==> config.mk <==
export PLATFORM = sky130hd
export DESIGN_NAME = dp_issue_stage
export DESIGN_NICKNAME = d
export VERILOG_FILES = /design/src/rtl/dp_pkg.sv /design/src/rtl/dp_sync_fifo.sv /design/src/rtl/dp_issue_stage.sv
export SDC_FILE = /design/constraint.sdc
export NUM_CORES = 1
export LEC_CHECK = 0
export CORE_MARGIN = 2
export CORE_UTILIZATION = 25
export CTS_CLUSTER_DIAMETER = 30
export DETAILED_ROUTE_END_ITERATION = 6
export HOLD_SLACK_MARGIN = 0.06
export PLACE_DENSITY = 0.53
export SKIP_CTS_REPAIR_TIMING = 1
export SYNTH_ARGS = -nofsm -noshare
export SYNTH_HDL_FRONTEND = slang
export SYNTH_SLANG_ARGS = --single-unit
export TNS_END_PERCENT = 50
==> constraint.sdc <==
create_clock -name clk -period 10.75 [get_ports clk]
set_input_delay 2.15 -clock clk [delete_from_list [all_inputs] [get_ports clk]]
set_output_delay 2.15 -clock clk [all_outputs]
set_load 0.005 [all_outputs]
==> src/rtl/dp_pkg.sv <==
// Shared types and constants for the datapath issue stage.
//   OPCODE_W    : opcode width
//   DP_N        : default operand width used by dp_triple_t
//   opcode_t    : operation code
//   dp_triple_t : one operand triple {a, b, opcode} at the default width
//   triple_width: packed width of a triple for an arbitrary operand width
package dp_pkg;

    localparam int OPCODE_W = 3;
    localparam int DP_N     = 16;

    typedef logic [OPCODE_W-1:0] opcode_t;

    typedef struct packed {
        logic [DP_N-1:0] a;
        logic [DP_N-1:0] b;
        opcode_t         opcode;
    } dp_triple_t;

    function automatic int triple_width(input int n);
        return (2 * n) + OPCODE_W;
    endfunction

endpackage

==> src/rtl/dp_sync_fifo.sv <==
// Synchronous FIFO holding operand triples for the issue stage.
// Ports:
//   clk, rst      : clock, synchronous active-high reset
//   push, wdata   : write request and data (ignored while full)
//   pop, rdata    : read request (ignored while empty) and head entry
//   full, empty   : occupancy flags
//   count         : current occupancy, 0..DEPTH
module dp_sync_fifo #(
    parameter int DEPTH = 8,
    parameter int WIDTH = 35
) (
    input  logic                     clk,
    input  logic                     rst,
    input  logic                     push,
    input  logic [WIDTH-1:0]         wdata,
    input  logic                     pop,
    output logic [WIDTH-1:0]         rdata,
    output logic                     full,
    output logic                     empty,
    output logic [$clog2(DEPTH):0]   count
);

    localparam int AW = $clog2(DEPTH);

    logic [AW-1:0]    wr_ptr_q, wr_ptr_d;
    logic [AW-1:0]    rd_ptr_q, rd_ptr_d;
    logic [AW:0]      count_q, count_d;
    logic [WIDTH-1:0] mem_q [DEPTH];
    logic [WIDTH-1:0] mem_d [DEPTH];
    logic             do_push_s;
    logic             do_pop_s;

    assign full      = (count_q == (AW+1)'(DEPTH));
    assign empty     = (count_q == '0);
    assign count     = count_q;
    assign rdata     = mem_q[rd_ptr_q];
    assign do_push_s = push & ~full;
    assign do_pop_s  = pop & ~empty;

    // Next pointers and occupancy; DEPTH is a power of two so pointers wrap naturally.
    always_comb begin
        wr_ptr_d = wr_ptr_q;
        rd_ptr_d = rd_ptr_q;
        count_d  = count_q;
        if (do_push_s) begin
            wr_ptr_d = wr_ptr_q + AW'(1'b1);
        end else begin
            wr_ptr_d = wr_ptr_q;
        end
        if (do_pop_s) begin
            rd_ptr_d = rd_ptr_q + AW'(1'b1);
        end else begin
            rd_ptr_d = rd_ptr_q;
        end
        case ({do_push_s, do_pop_s})
            2'b10:   count_d = count_q + (AW+1)'(1'b1);
            2'b01:   count_d = count_q - (AW+1)'(1'b1);
            default: count_d = count_q;
        endcase
    end

    // Storage write at the current write pointer.
    always_comb begin
        mem_d = mem_q;
        if (do_push_s) begin
            mem_d[wr_ptr_q] = wdata;
        end else begin
            mem_d = mem_q;
        end
    end

    // Pointer and count registers.
    always_ff @(posedge clk) begin
        if (rst) begin
            wr_ptr_q <= '0;
            rd_ptr_q <= '0;
            count_q  <= '0;
        end else begin
            wr_ptr_q <= wr_ptr_d;
            rd_ptr_q <= rd_ptr_d;
            count_q  <= count_d;
        end
    end

    // Storage array; contents are meaningless once count is cleared, so no reset.
    always_ff @(posedge clk) begin
        mem_q <= mem_d;
    end

endmodule

==> src/rtl/dp_issue_stage.sv <==
// Issue stage feeding the arithmetic datapath.
// Buffers {A, B, opcode} triples in a FIFO, issues at most one per clock into
// registered dp_* outputs, and carries a valid/opcode tag through a delay line
// of PIPE stages so each datapath result is flagged and tagged.
// Ports:
//   clk, rst                          : clock, synchronous active-high reset
//   in_valid/in_ready/in_a/in_b/in_opcode : loader handshake and triple
//   issue_en                          : allows issuing from the FIFO
//   dp_a/dp_b/dp_opcode               : registered operands to the datapath
//   dp_y/dp_co                        : datapath result
//   res_valid/res_y/res_co/res_opcode : result with aligned tag
//   fifo_count                        : FIFO occupancy
//   idle                              : FIFO empty and no tag in flight
module dp_issue_stage
    import dp_pkg::*;
#(
    parameter int N     = 16,
    parameter int PIPE  = 1,
    parameter int DEPTH = 8
) (
    input  logic                      clk,
    input  logic                      rst,
    input  logic                      in_valid,
    output logic                      in_ready,
    input  logic [N-1:0]              in_a,
    input  logic [N-1:0]              in_b,
    input  logic [OPCODE_W-1:0]       in_opcode,
    input  logic                      issue_en,
    output logic [N-1:0]              dp_a,
    output logic [N-1:0]              dp_b,
    output logic [OPCODE_W-1:0]       dp_opcode,
    input  logic [N-1:0]              dp_y,
    input  logic                      dp_co,
    output logic                      res_valid,
    output logic [N-1:0]              res_y,
    output logic                      res_co,
    output logic [OPCODE_W-1:0]       res_opcode,
    output logic [$clog2(DEPTH):0]    fifo_count,
    output logic                      idle
);

    localparam int TW = triple_width(N);

    logic [TW-1:0] fifo_rdata_s;
    logic          fifo_full_s;
    logic          fifo_empty_s;
    logic          push_s;
    logic          pop_s;
    logic          tag_busy_s;

    logic [N-1:0]  dp_a_q, dp_a_d;
    logic [N-1:0]  dp_b_q, dp_b_d;
    opcode_t       dp_op_q, dp_op_d;
    logic          issue_v_q, issue_v_d;

    assign in_ready = ~fifo_full_s;
    assign push_s   = in_valid & ~fifo_full_s;
    // No empty bypass: only entries already in the FIFO can be issued.
    assign pop_s    = issue_en & ~fifo_empty_s;

    dp_sync_fifo #(
        .DEPTH (DEPTH),
        .WIDTH (TW)
    ) u_fifo (
        .clk   (clk),
        .rst   (rst),
        .push  (push_s),
        .wdata ({in_a, in_b, in_opcode}),
        .pop   (pop_s),
        .rdata (fifo_rdata_s),
        .full  (fifo_full_s),
        .empty (fifo_empty_s),
        .count (fifo_count)
    );

    // Issue register: load the FIFO head on a pop, otherwise hold operands.
    always_comb begin
        dp_a_d    = dp_a_q;
        dp_b_d    = dp_b_q;
        dp_op_d   = dp_op_q;
        issue_v_d = 1'b0;
        if (pop_s) begin
            {dp_a_d, dp_b_d, dp_op_d} = fifo_rdata_s;
            issue_v_d                 = 1'b1;
        end else begin
            issue_v_d = 1'b0;
        end
    end

    // Issue register state.
    always_ff @(posedge clk) begin
        if (rst) begin
            dp_a_q    <= '0;
            dp_b_q    <= '0;
            dp_op_q   <= '0;
            issue_v_q <= 1'b0;
        end else begin
            dp_a_q    <= dp_a_d;
            dp_b_q    <= dp_b_d;
            dp_op_q   <= dp_op_d;
            issue_v_q <= issue_v_d;
        end
    end

    assign dp_a      = dp_a_q;
    assign dp_b      = dp_b_q;
    assign dp_opcode = dp_op_q;

    generate
        if (PIPE > 0) begin : g_tag
            logic    [PIPE-1:0] tag_v_q, tag_v_d;
            opcode_t [PIPE-1:0] tag_op_q, tag_op_d;

            // Shift the issue tag one stage per clock regardless of issue_en.
            always_comb begin
                tag_v_d     = tag_v_q;
                tag_op_d    = tag_op_q;
                tag_v_d[0]  = issue_v_q;
                tag_op_d[0] = dp_op_q;
                for (int i = 1; i < PIPE; i++) begin
                    tag_v_d[i]  = tag_v_q[i-1];
                    tag_op_d[i] = tag_op_q[i-1];
                end
            end

            // Tag delay line registers.
            always_ff @(posedge clk) begin
                if (rst) begin
                    tag_v_q  <= '0;
                    tag_op_q <= '0;
                end else begin
                    tag_v_q  <= tag_v_d;
                    tag_op_q <= tag_op_d;
                end
            end

            assign res_valid  = tag_v_q[PIPE-1];
            assign res_opcode = tag_op_q[PIPE-1];
            assign tag_busy_s = |tag_v_q;
        end else begin : g_no_tag
            // Combinational datapath: the result belongs to the triple just issued.
            assign res_valid  = issue_v_q;
            assign res_opcode = dp_op_q;
            assign tag_busy_s = 1'b0;
        end
    endgenerate

    assign res_y  = dp_y;
    assign res_co = dp_co;
    assign idle   = fifo_empty_s & ~issue_v_q & ~tag_busy_s;

endmodule

# == After elaboration in Yosys (flattened, before gate mapping) ==
# Index checks and enable logic that the tools add are counted.
# Widths: inputs -> output; s select.
# op_classes
order_cmp,3
add_sub_neg,4
n_reduce_logical,3
n_mux,8
bitwise_logic,12
eq_ne,3
# op_table
op,count
$bwmux 280,1
$bmux 35 s3,1
$demux 35 s3,1
$mux 35,3
$ge 4x4->1 const B,2
$not 3->4,2
$pmux 4 s2,1
$add 3x1->3 const B,2
$and 1x1->1,6
$add 4x1->4 const B,1
$eq 4x4->1 const B,1
$logic_not 4->1,1
$lt 4x1->1 const B,1
$not 1->1,4
$sub 4x1->4 const B,1
$eq 2x1->1 const B,1
$eq 2x2->1 const B,1
$reduce_bool 2->1,1
$logic_and 1x1->1,1
$mux 1,1
# word_totals
out_inout_bits,62
in_bits,56
reg_bits,330

# == Logic depth before layout (Yosys ltp) ==
# Gate-level depths: netlist of the first run.
# depth
ltp_word,6
ltp_mapped,11

# == Modules after synthesis ==
# From an unflattened synthesis of the first run, not the netlist that was laid out.
# unflattened
cells_unflattened,661
hier_area_um2,13357.8
# by_module_without_submodules
mod,seq_area_each_um2,cells_per_inst,area_per_inst_um2,n_inst
dp_sync_fifo,8608.3,475,11359.6,1
dp_issue_stage,800.8,186,1998.2,1

# == Least setup slack after synthesis of the first run ==
# OpenSTA, ideal clock, no wires.
# synth_path
kind,input -> register
from,input port in_valid
to,"register u_fifo.mem_q[245] (netlist name), enable pin"
stages,2
slack_ps,4630
t_required_ps,10235
path_buffers,0
setup_ps,515
arrival_time_ps,5605
path_cell_list,nand2_2 nor4_1
# synth_between
elab_chain_cells,2
# synth_lines
item,line_no,source
start: declaration,dp_issue_stage.sv:23,"input logic in_valid,"
$and 1x1->1,dp_issue_stage.sv:57,assign push_s = in_valid & ~fifo_full_s;
$and 1x1->1,dp_sync_fifo.sv:37,assign do_push_s = push & ~full;
end signal: assignment,dp_sync_fifo.sv:87,mem_q <= mem_d;
end: declaration,dp_sync_fifo.sv:28,logic [WIDTH-1:0] mem_q [DEPTH];
# Every way passes these cells.
# A chain may end at the register's enable or synchronous reset.

# == Worst setup path after layout of the first run ==
# layout_path
from,input port dp_y[7]
to,output port res_y[7]
# layout_lines
item,line_no,source
start: declaration,dp_issue_stage.sv:32,"input logic [N-1:0] dp_y,"
end: declaration,dp_issue_stage.sv:35,"output logic [N-1:0] res_y,"
# No word-level cell between the ends.

==> summary.txt, run 1 <==
Clock tree
  – Clk buf depth: 3
  – TritonCTS clock tree: built
  – Clk_lat worst skew: approximately 0.57 ns
  – H-tree level count: 3
  – CTS buffer count: between 70 and 80
  – CTS root buf: clkbuf_16
  – Num Clock Sinks: 330
  – Clock slew at reported path FFs: approximately 0.040 ns

Yosys
  – Top-count cell post-synth: edfxtp_1
  – Synth area leaders: edfxtp_1 (67%), mux4_2 (13%), dfxtp_1 (8.0%)
  – Synthesized flop and latch total: 330
  – Cell variety after synth: 34
  – Mapped Nets: 684
  – Commonest cells in the netlist: edfxtp_1 (280), mux4_2 (70), dfxtp_1 (50)
  – Dominant cell type by area after synthesis: edfxtp_1
  – Post-synth top area share: between 60% and 70%
  – Post-synth EDFFs: 280
  – Sequential area share after synthesis: around three quarters
  – Synth Area per Inst: between 20 and 25 µm²
  – Mapped Cells: just over 600
  – Post-synth top flop: edfxtp_1
  – Ys async rst share: 0%
  – Post-Syn Area: about 0.012 mm²
  – YS warnings: 0

Power and ir drop
  – Max VDD drop: between 0.1 and 0.15 mV
  – LEAKAGE: about 5.3 nW
  – PD cells: 275 mW/mm²

Route
  – 1st-iter DRT viols: approximately 400
  – Via count: about 6200
  – DR vias/cell: roughly 4.2
  – Drt first pass iters: 4
  – Avg WL per Cell: ~19 µm
  – Routed wire length: 28200 µm
  – DRT antenna net count: 0
  – DRC viols: 0

Worst setup path
  – Reg-to-reg slack, setup: 8.05 ns
  – R2R cell count: 4
  – CP max FO: 1
  – Crit path kind: in -> out
  – Worst Path Arrival: 2.15 ns
  – CP Capture Type: output port
  – Worst Setup Start Kind: input pin
  – WP data required: ~8.6 ns
  – Critical Path Stages: 0

Finish
  – Fraction of layout cells with a size suffix above 1: 31.4%
  – Storage element area: 0.00942 mm²
  – # fillers: between 4000 and 5000
  – Final nets: 799
  – Multi-input gate area: around 0.0027 mm²
  – Core Util, Final: between 30% and 40%
  – Area grow syn2layout: 31.3%
  – N_diodes: 0

STA
  – Slew of the pin with the lowest slew margin: slightly above 1 ns
  – Min Clock Period, post-route: about 4.3 ns
  – Top achievable clock speed: around 230 MHz
  – Post-route clock skew: 0.0237 ns
  – Final Setup Violations: 0
  – RSZ-0062 raised after global routing: no
  – Relative slew slack: a little under a third
  – Slew Viols, Final: 0
  – Tcrit/Tclk final: about 40%
  – Setup tns final: 0 ns
  – Final Hold Fails: 0

Placement
  – GP Congestion: 0.667
  – Port Buf Inserts: just over 80
  – Final HPWL DP: 14100 µm

GRT
  – GRT Max-Usage Layer: met2
  – Largest net degree at the start of global routing: 52
  – Met3 Use GR: approximately 2.9%
  – Congestion Overflow GR: 0
  – Met2 GRT Util: a little under a fifth
  – Global-route wire length before repair: 41900 µm
  – Initial antenna violation count: 2
  – Vias in the first global route: around 6700
  – Overall routing resource usage: approximately 11%
  – Grt met1 use: 14.2%

Worst hold path
  – Worst hold-check path type: reg -> reg
  – WHS Path Cells: 1

Outcome
  – Status: finished, final reports clean

Floorplan
  – Rows: between 80 and 90
  – Die area: a little over 0.05 mm²
  – Die X: around 230 µm
  – I/O pins: 118
  – Initial Util: 25.4%
  – Die height: about 230 µm
  – Core Region: 0.0491 mm²

Run
  – Number of max-cap violations: 0
-- metal layers --
layer	up-vias	wire, µm	share of wire (%)
met5	-	30	0.11
met4	4	507	1.8
met3	51	1240	4.4
met2	135	13800	49
met1	3209	12600	45
li1	2770	-	-
-- sequential cells by signal, summed over array words and instances (netlist names) --
name	count
u_fifo.count	4
dp_b	16
res_valid	1
u_fifo.mem_q	280
u_fifo.rd_ptr_q	3
res_opcode	3
g_tag.tag_v_d	1
dp_opcode	3
u_fifo.wr_ptr_q	3
dp_a	16
-- cell families (layout without fill, tap and decap cells) --
kind of cell,count (synthesis),count (layout),share of synthesized area (%)
adders and majority gates,5,5,0.502
and+or+nand+nor,111,111,5.57
buffers and inverters,54,230,2.97
AOI/OAI and AO/OA,43,43,2.15
xor gates and xnor gates,7,7,0.492
muxes,73,73,12.9
DFF,330,330,75.4
-- stage by stage --
| step | cells | hold slack [ns] | instance area, µm² | power [W] | setup slack [ns] |
|---|---|---|---|---|---|
| finish | 1463 | 0.464 | 16400 | 0.00450 | 6.45 |
| CTS | 1463 | 0.470 | 16400 | 0.00457 | 6.45 |
| floorplan | 623 | 0.440 | 12500 | 0.00209 | 4.63 |
| detailed placement | 1327 | 0.461 | 13900 | 0.00236 | 6.03 |
| global route | 1463 | 0.487 | 16400 | 0.00469 | 6.36 |
| global placement | 1327 | 0.455 | 13900 | 0.00235 | 6.04 |
-- final cells by class --
type	count	area share (%)
flip-flops and latches	330	57.5
multi-input cells	239	16.8
clock buffers	91	12.1
repair buffers	94	5.56
well taps	664	5.07
clock inverters	45	2.99
-- final timing paths --
path,start,end
setup / recovery,dp_y[7],res_y[7]
hold / removal,g_tag.tag_v_d$_SDFF_PP0_,res_valid$_SDFF_PP0_
hold reg to reg,g_tag.tag_v_d$_SDFF_PP0_,res_valid$_SDFF_PP0_
setup reg to reg,u_fifo.rd_ptr_q[0]$_SDFFE_PP0P_,dp_b[11]$_SDFFE_PP0P_
-- cells in the final DEF (no fill, tap or decap), types with 3 or more instances in the layout --
cell	instances
clkinv_4	4
nor3_1	5
a21oi_1	3
clkinvlp_4	10
ha_1	5
mux4_2	70
inv_6	4
o22ai_1	35
edfxtp_1	280
buf_4	12
nand2_1	4
nor3_2	35
clkbuf_8	5
clkbuf_16	75
clkinv_2	15
nor2_4	3
clkdlybuf4s50_1	82
xor2_1	6
dfxtp_1	48
nor2_1	43
o21ai_0	3
clkbuf_1	11
bufinv_16	7
nor2b_1	7
nand3_1	3
-- report_power, final --
group	leakage (nW)	switching (W)	internal [W]	total [W]
registers	2.95	0.0000958	0.00152	0.00161
logic	1.14	0.000341	0.000361	0.000703
clock network	1.19	0.000698	0.00148	0.00218
total	5.29	0.00113	0.00336	0.00450
Power figures use the tool's default switching activity.
==> inputs of run 2 (changes only) <==
Clock period 10.75 ns to 4.4 ns, I/O delays scaled along.
==> summary.txt, run 2 (synthesis gave the netlist of run 1 again) <==
Finish
  – Most flops, register: u_fifo.mem_q
  – Storage element area: 0.00942 mm² (unchanged)
  – Multi-input gate area: 0.00275 mm² (+0.32%)
  – # fillers: 4695 (-0.34%)
  – Final nets: 801 (+0.25%)
  – Most frequent cells in the layout: edfxtp_1 (280), clkdlybuf4s50_1 (82), mux4_2 (70)
  – Fraction of layout cells with a size suffix above 1: 30.4% (-0.97 points)
  – N_diodes: 0 (unchanged)
  – Area grow syn2layout: 30.4%
  – Max reg flops: 280 (unchanged)
  – Commonest non-fill, non-tap cell in the layout: edfxtp_1

Clock tree
  – Num Clock Sinks: 330 (unchanged)
  – CTS root buf: clkbuf_16
  – Clk buf depth: 3 (unchanged)
  – Clk_lat worst skew: 0.55 ns (-0.02 ns)
  – Clock slew at reported path FFs: 0.04 ns (about the same)
  – CTS buffer count: 68 (-6.8%)
  – TritonCTS clock tree: built
  – H-tree level count: 3 (unchanged)

Route
  – Highest metal used: met5
  – Met1 wire length: 12300 µm (-2.4%)
  – Routed wire length: 27700 µm (-1.6%)
  – DRC viols: 0 (unchanged)
  – Avg WL per Cell: 19.0 µm (-1.3%)
  – 1st-iter DRT viols: 277 (-31%)
  – DRT antenna net count: 0 (unchanged)
  – Via count: 6106 (-1.0%)
  – Met3 wire length: 1600 µm (+29%)
  – DR vias/cell: 4.19 (-0.75%)
  – WL met2: 13300 µm (-3.6%)
  – Drt first pass iters: 4 (unchanged)

Power and ir drop
  – PD cells: 652 mW/mm² (+140%)
  – LEAKAGE: 5.22 nW (-1.2%)
  – Max VDD drop: 0.275 mV (+110%)

Floorplan
  – I/O pins: 118 (unchanged)
  – Die area: 0.0517 mm² (unchanged)
  – Initial Util: 25.4% (unchanged)
  – Core Region: 0.0491 mm² (unchanged)
  – Die X: 227 µm (unchanged)
  – Die height: 227 µm (unchanged)
  – Rows: 81 (unchanged)

Worst setup path
  – CP top delay family: simple AND/OR/NAND/NOR gates
  – Reg-to-reg slack, setup: 1.67 ns (-6.38 ns)
  – CP bufs+invs: 1
  – Crit path kind: reg -> out
  – WP data required: 3.52 ns (-5.08 ns)
  – Worst Path Arrival: 2.12 ns (-0.03 ns)
  – Worst Setup Start Kind: flop
  – CP max stage delay: ~0.7 ns
  – R2R cell count: 9 (+5)
  – R2r startpoint: u_fifo.count[1]$_SDFFE_PP0P_
  – CP Capture Type: output port
  – FF-to-FF End: u_fifo.count[2]$_SDFFE_PP0P_
  – Max stage delay cell, worst path: or4b_1
  – CP max FO: 10 (+9)
  – Crit path launch: u_fifo.count[1]$_SDFFE_PP0P_
  – Worst path cell trace: or4b_1 -> clkdlybuf4s50_1

Placement
  – Dpl ws: 1.17 ns (-4.86 ns)
  – GP Congestion: 0.670 (+0.52%)
  – Final HPWL DP: 15800 µm (+12%)
  – Port Buf Inserts: 83 (unchanged)

Worst hold path
  – Worst hold-check path type: reg -> reg
  – End of the worst hold path: res_valid$_SDFF_PP0_
  – WHS Path Cells: 1 (unchanged)
  – Min-Delay Startpoint: g_tag.tag_v_d$_SDFF_PP0_

STA
  – Slew Viols, Final: 0 (unchanged)
  – Setup WS post-layout: 1.40 ns (-5.05 ns)
  – Slew of the pin with the lowest slew margin: 0.867 ns (-0.168 ns)
  – Setup tns final: 0 ns (unchanged)
  – RSZ-0062 raised after global routing: no
  – Tcrit/Tclk final: 68.3%
  – Top achievable clock speed: 333 MHz
  – Final Hold Fails: 0 (unchanged)
  – Relative slew slack: 42.2% (+11 points)
  – Post-route clock skew: 0.0294 ns (+0.00572 ns)
  – Final Setup Violations: 0 (unchanged)
  – Min Clock Period, post-route: 3.00 ns

Run
  – Number of max-cap violations: 0 (unchanged)

GRT
  – Vias in the first global route: 6668 (-0.76%)
  – Initial antenna violation count: 1 (-1)
  – Congestion Overflow GR: 0 (unchanged)
  – Global-route wire length before repair: 41600 µm (-0.56%)
  – Largest net degree at the start of global routing: 56 (+7.7%)
  – Overall routing resource usage: 11.0% (-0.10 points)

Outcome
  – Status: finished, final reports clean
[run 2: per-stage QoR]
step	power [W]	hold slack, ns	cell area, µm²	util (%)	cells
global placement	0.00578	0.456	14000	28.5	1334
finish	0.0106	0.463	16300	33.2	1459
global route	0.0111	0.484	16300	33.2	1459
CTS	0.0108	0.466	16300	33.2	1459
floorplan	0.00511	0.440	12500	-	623
detailed placement	0.00579	0.458	14000	28.5	1334
[run 2: worst max-delay path by stage]
stage / to / depth (start not counted)
floorplan: u_fifo.mem_q[175]$_DFFE_PP_ / 2
global placement: u_fifo.count[3]$_SDFFE_PP0P_ / 7
detailed placement: u_fifo.count[2]$_SDFFE_PP0P_ / 9
CTS: in_ready / 2
global route: in_ready / 2
finish: in_ready / 2
[run 2: where the power goes]
group	internal (W)	leakage, nW	switching [W]
Combinational	0.000900	1.18	0.000788
Sequential	0.00370	2.95	0.000291
Clock	0.00333	1.09	0.00158
Total	0.00794	5.22	0.00266
[run 2: layout make-up]
type | count | area share (%)
sequential | 330 | 57.9
multi-input combinational | 239 | 16.9
clock buffer | 85 | 11.4
timing repair buffer | 101 | 6.14
tap | 664 | 5.11
clock inverter | 40 | 2.58
[run 2: layer usage]
| metal | vias to the layer above | global-route usage [%] |
|---|---|---|
| met4 | 2 | 3.90 |
| met5 | - | 0 |
| met3 | 42 | 3.23 |
| li1 | 2771 | - |
| met2 | 141 | 17.8 |
| met1 | 3150 | 14.1 |
==> inputs of run 3 (changes only) <==
Settings changed: PLACE_DENSITY 0.53 to 0.55.
Clock period 4.4 ns to 2.7 ns, I/O delays scaled along.
==> summary.txt, run 3 (synthesis gave the netlist of run 1 again) <==
Outcome
  – Status: finished, final reports clean

Finish
  – Most frequent cells in the layout: edfxtp_1 (280), clkdlybuf4s50_1 (81), mux4_2 (70), clkbuf_16 (70), dfxtp_1 (48)
  – N_diodes: 0 (unchanged)
  – Fraction of layout cells with a size suffix above 1: 31.8% (+1.4 points)
  – Commonest non-fill, non-tap cell in the layout: edfxtp_1
  – Most flops, register: u_fifo.mem_q
  – Final nets: 810 (+1.1%)
  – Post-Layout Cell Count: 1466 (+0.48%)
  – Area grow syn2layout: 31.9%
  – Max reg flops: 280 (unchanged)
  – Final Instance Area: 0.0165 mm² (+1.2%)

Worst setup path
  – CP Capture Type: output port
  – WP data required: 2.16 ns (-1.36 ns)
  – CP max stage delay: 0.65 ns (-0.03 ns)
  – Worst Setup Start Kind: flop
  – Worst Path Arrival: 2.06 ns (-0.06 ns)
  – Crit path kind: reg -> out
  – Worst path cell trace: or4b_1 -> clkdlybuf4s50_1
  – Max stage delay cell, worst path: or4b_1
  – CP max FO: 8 (-2)

Route
  – DR vias/cell: 4.21 (+0.58%)
  – DRT antenna net count: 0 (unchanged)
  – Drt first pass iters: 4 (unchanged)
  – DRC viols: 0 (unchanged)
  – 1st-iter DRT viols: 308 (+11%)
  – Routed wire length: 27000 µm (-2.5%)
  – Via count: 6171 (+1.1%)
  – Avg WL per Cell: 18.4 µm (-2.9%)

Clock tree
  – CTS buffer count: 67 (-1.5%)
  – TritonCTS clock tree: built
  – Clock slew at reported path FFs: 0.05 ns (about the same)
  – Num Clock Sinks: 330 (unchanged)
  – Clk buf depth: 3 (unchanged)
  – Clk_lat worst skew: 0.56 ns (about the same)
  – CTS root buf: clkbuf_16
  – H-tree level count: 3 (unchanged)

Placement
  – Cells after DPL: 1344 (+0.75%)
  – Port Buf Inserts: 83 (unchanged)
  – Final HPWL DP: 15100 µm (-4.6%)
  – GP Congestion: 0.699 (+4.3%)
  – Post-Place Cell Area: 0.0142 mm² (+1.4%)

Worst hold path
  – Worst hold-check path type: in -> reg

Floorplan
  – Die height: 227 µm (unchanged)
  – Initial Util: 25.4% (unchanged)
  – Core Region: 0.0491 mm² (unchanged)
  – Die area: 0.0517 mm² (unchanged)
  – Rows: 81 (unchanged)
  – Die X: 227 µm (unchanged)
  – I/O pins: 118 (unchanged)

GRT
  – Global-route wire length before repair: 41000 µm (-1.6%)
  – Overall routing resource usage: 10.7% (-0.26 points)
  – Vias in the first global route: 6532 (-2.0%)
  – Initial antenna violation count: 2 (+1)
  – Congestion Overflow GR: 0 (unchanged)
  – Largest net degree at the start of global routing: 47 (-16%)

Power and ir drop
  – Flop pwr share: 36.4% (-1.3 points)
  – PD cells: 1060 mW/mm² (+62%)
  – Clock share of power: 46.3% (about the same)
  – Max VDD drop: 0.483 mV (+76%)
  – Net Sw Power: 0.00442 W (+66%)
  – Combinational fraction of design power: 17.4% (+1.5 points)
  – LEAKAGE: 5.30 nW (+1.4%)
  – Switching Fraction: 25.4% (+0.26 points)
  – Pint: 0.0130 W (+64%)

STA
  – Relative slew slack: 65.1% (+23 points)
  – Min Clock Period, post-route: between 2 and 3 ns
  – Slew Viols, Final: 0 (unchanged)
  – RSZ-0062 raised after global routing: no
  – Slew of the pin with the lowest slew margin: 0.524 ns (-0.343 ns)
  – Top achievable clock speed: about 390 MHz
  – Post-route clock skew: 0.0342 ns (+0.00482 ns)
  – Final Hold Fails: 0 (unchanged)
  – Tightest hold margin: 0.458 ns (-0.00521 ns)
  – Tcrit/Tclk final: a little over nine tenths
  – Final Setup Violations: 0 (unchanged)

Run
  – Number of max-cap violations: 0 (unchanged)
[run 3: final cells by class]
type | count | area (µm²)
Clock buffer | 80 | 1810
Clock inverter | 42 | 448
Fill cell | 4682 | 32600
Multi-Input combinational cell | 239 | 2780
Sequential cell | 330 | 9420
Tap cell | 664 | 831
Timing Repair Buffer | 111 | 1170
[run 3: worst max-delay path, delay by kind of cell, from the launching register on]
family	cells	cell delay (ns)
simple gates	1	0.65
buf+inv	1	0.50
flops	1	0.38
[run 3: through the flow]
stage	setup TNS (ns)	util, %	power, W	setup slack, ns
detailed placement	0	28.9	0.00954	0.163
global route	0	33.5	0.0182	0.00721
floorplan	-32.30	-	0.00832	-0.190
finish	0	33.5	0.0174	0.104
CTS	-0.0153	33.5	0.0177	-0.0153
global placement	0	28.9	0.00950	0.154
[run 3: path summary, 6_finish.rpt]
kind              slack, ns                               to                         start  cells past startpoint
setup reg to reg       0.26     u_fifo.count[2]$_SDFFE_PP0P_  u_fifo.count[0]$_SDFFE_PP0P_                      9
setup / recovery       0.10                         in_ready  u_fifo.count[0]$_SDFFE_PP0P_                      2
hold reg to reg        0.47             res_valid$_SDFF_PP0_      g_tag.tag_v_d$_SDFF_PP0_                      1
hold / removal         0.46  u_fifo.rd_ptr_q[2]$_SDFFE_PP0P_                           rst                      2
[run 3: power groups by stage]
stage	Clock, W	Combinational [W]	Sequential, W
final	0.00806	0.00302	0.00634
after global routing	0.00850	0.00332	0.00640
after CTS	0.00822	0.00311	0.00635
after detailed placement	0	0.00310	0.00644
after global placement	0	0.00308	0.00643
after floorplan	0	0.00201	0.00632
[run 3: routing by layer]
layer	up-vias	wire length, µm	track usage [%]
li1	2786	-	-
met2	168	12500	16.4
met3	57	1710	3.15
met5	-	32	0
met1	3156	12200	14.5
met4	4	630	4.01
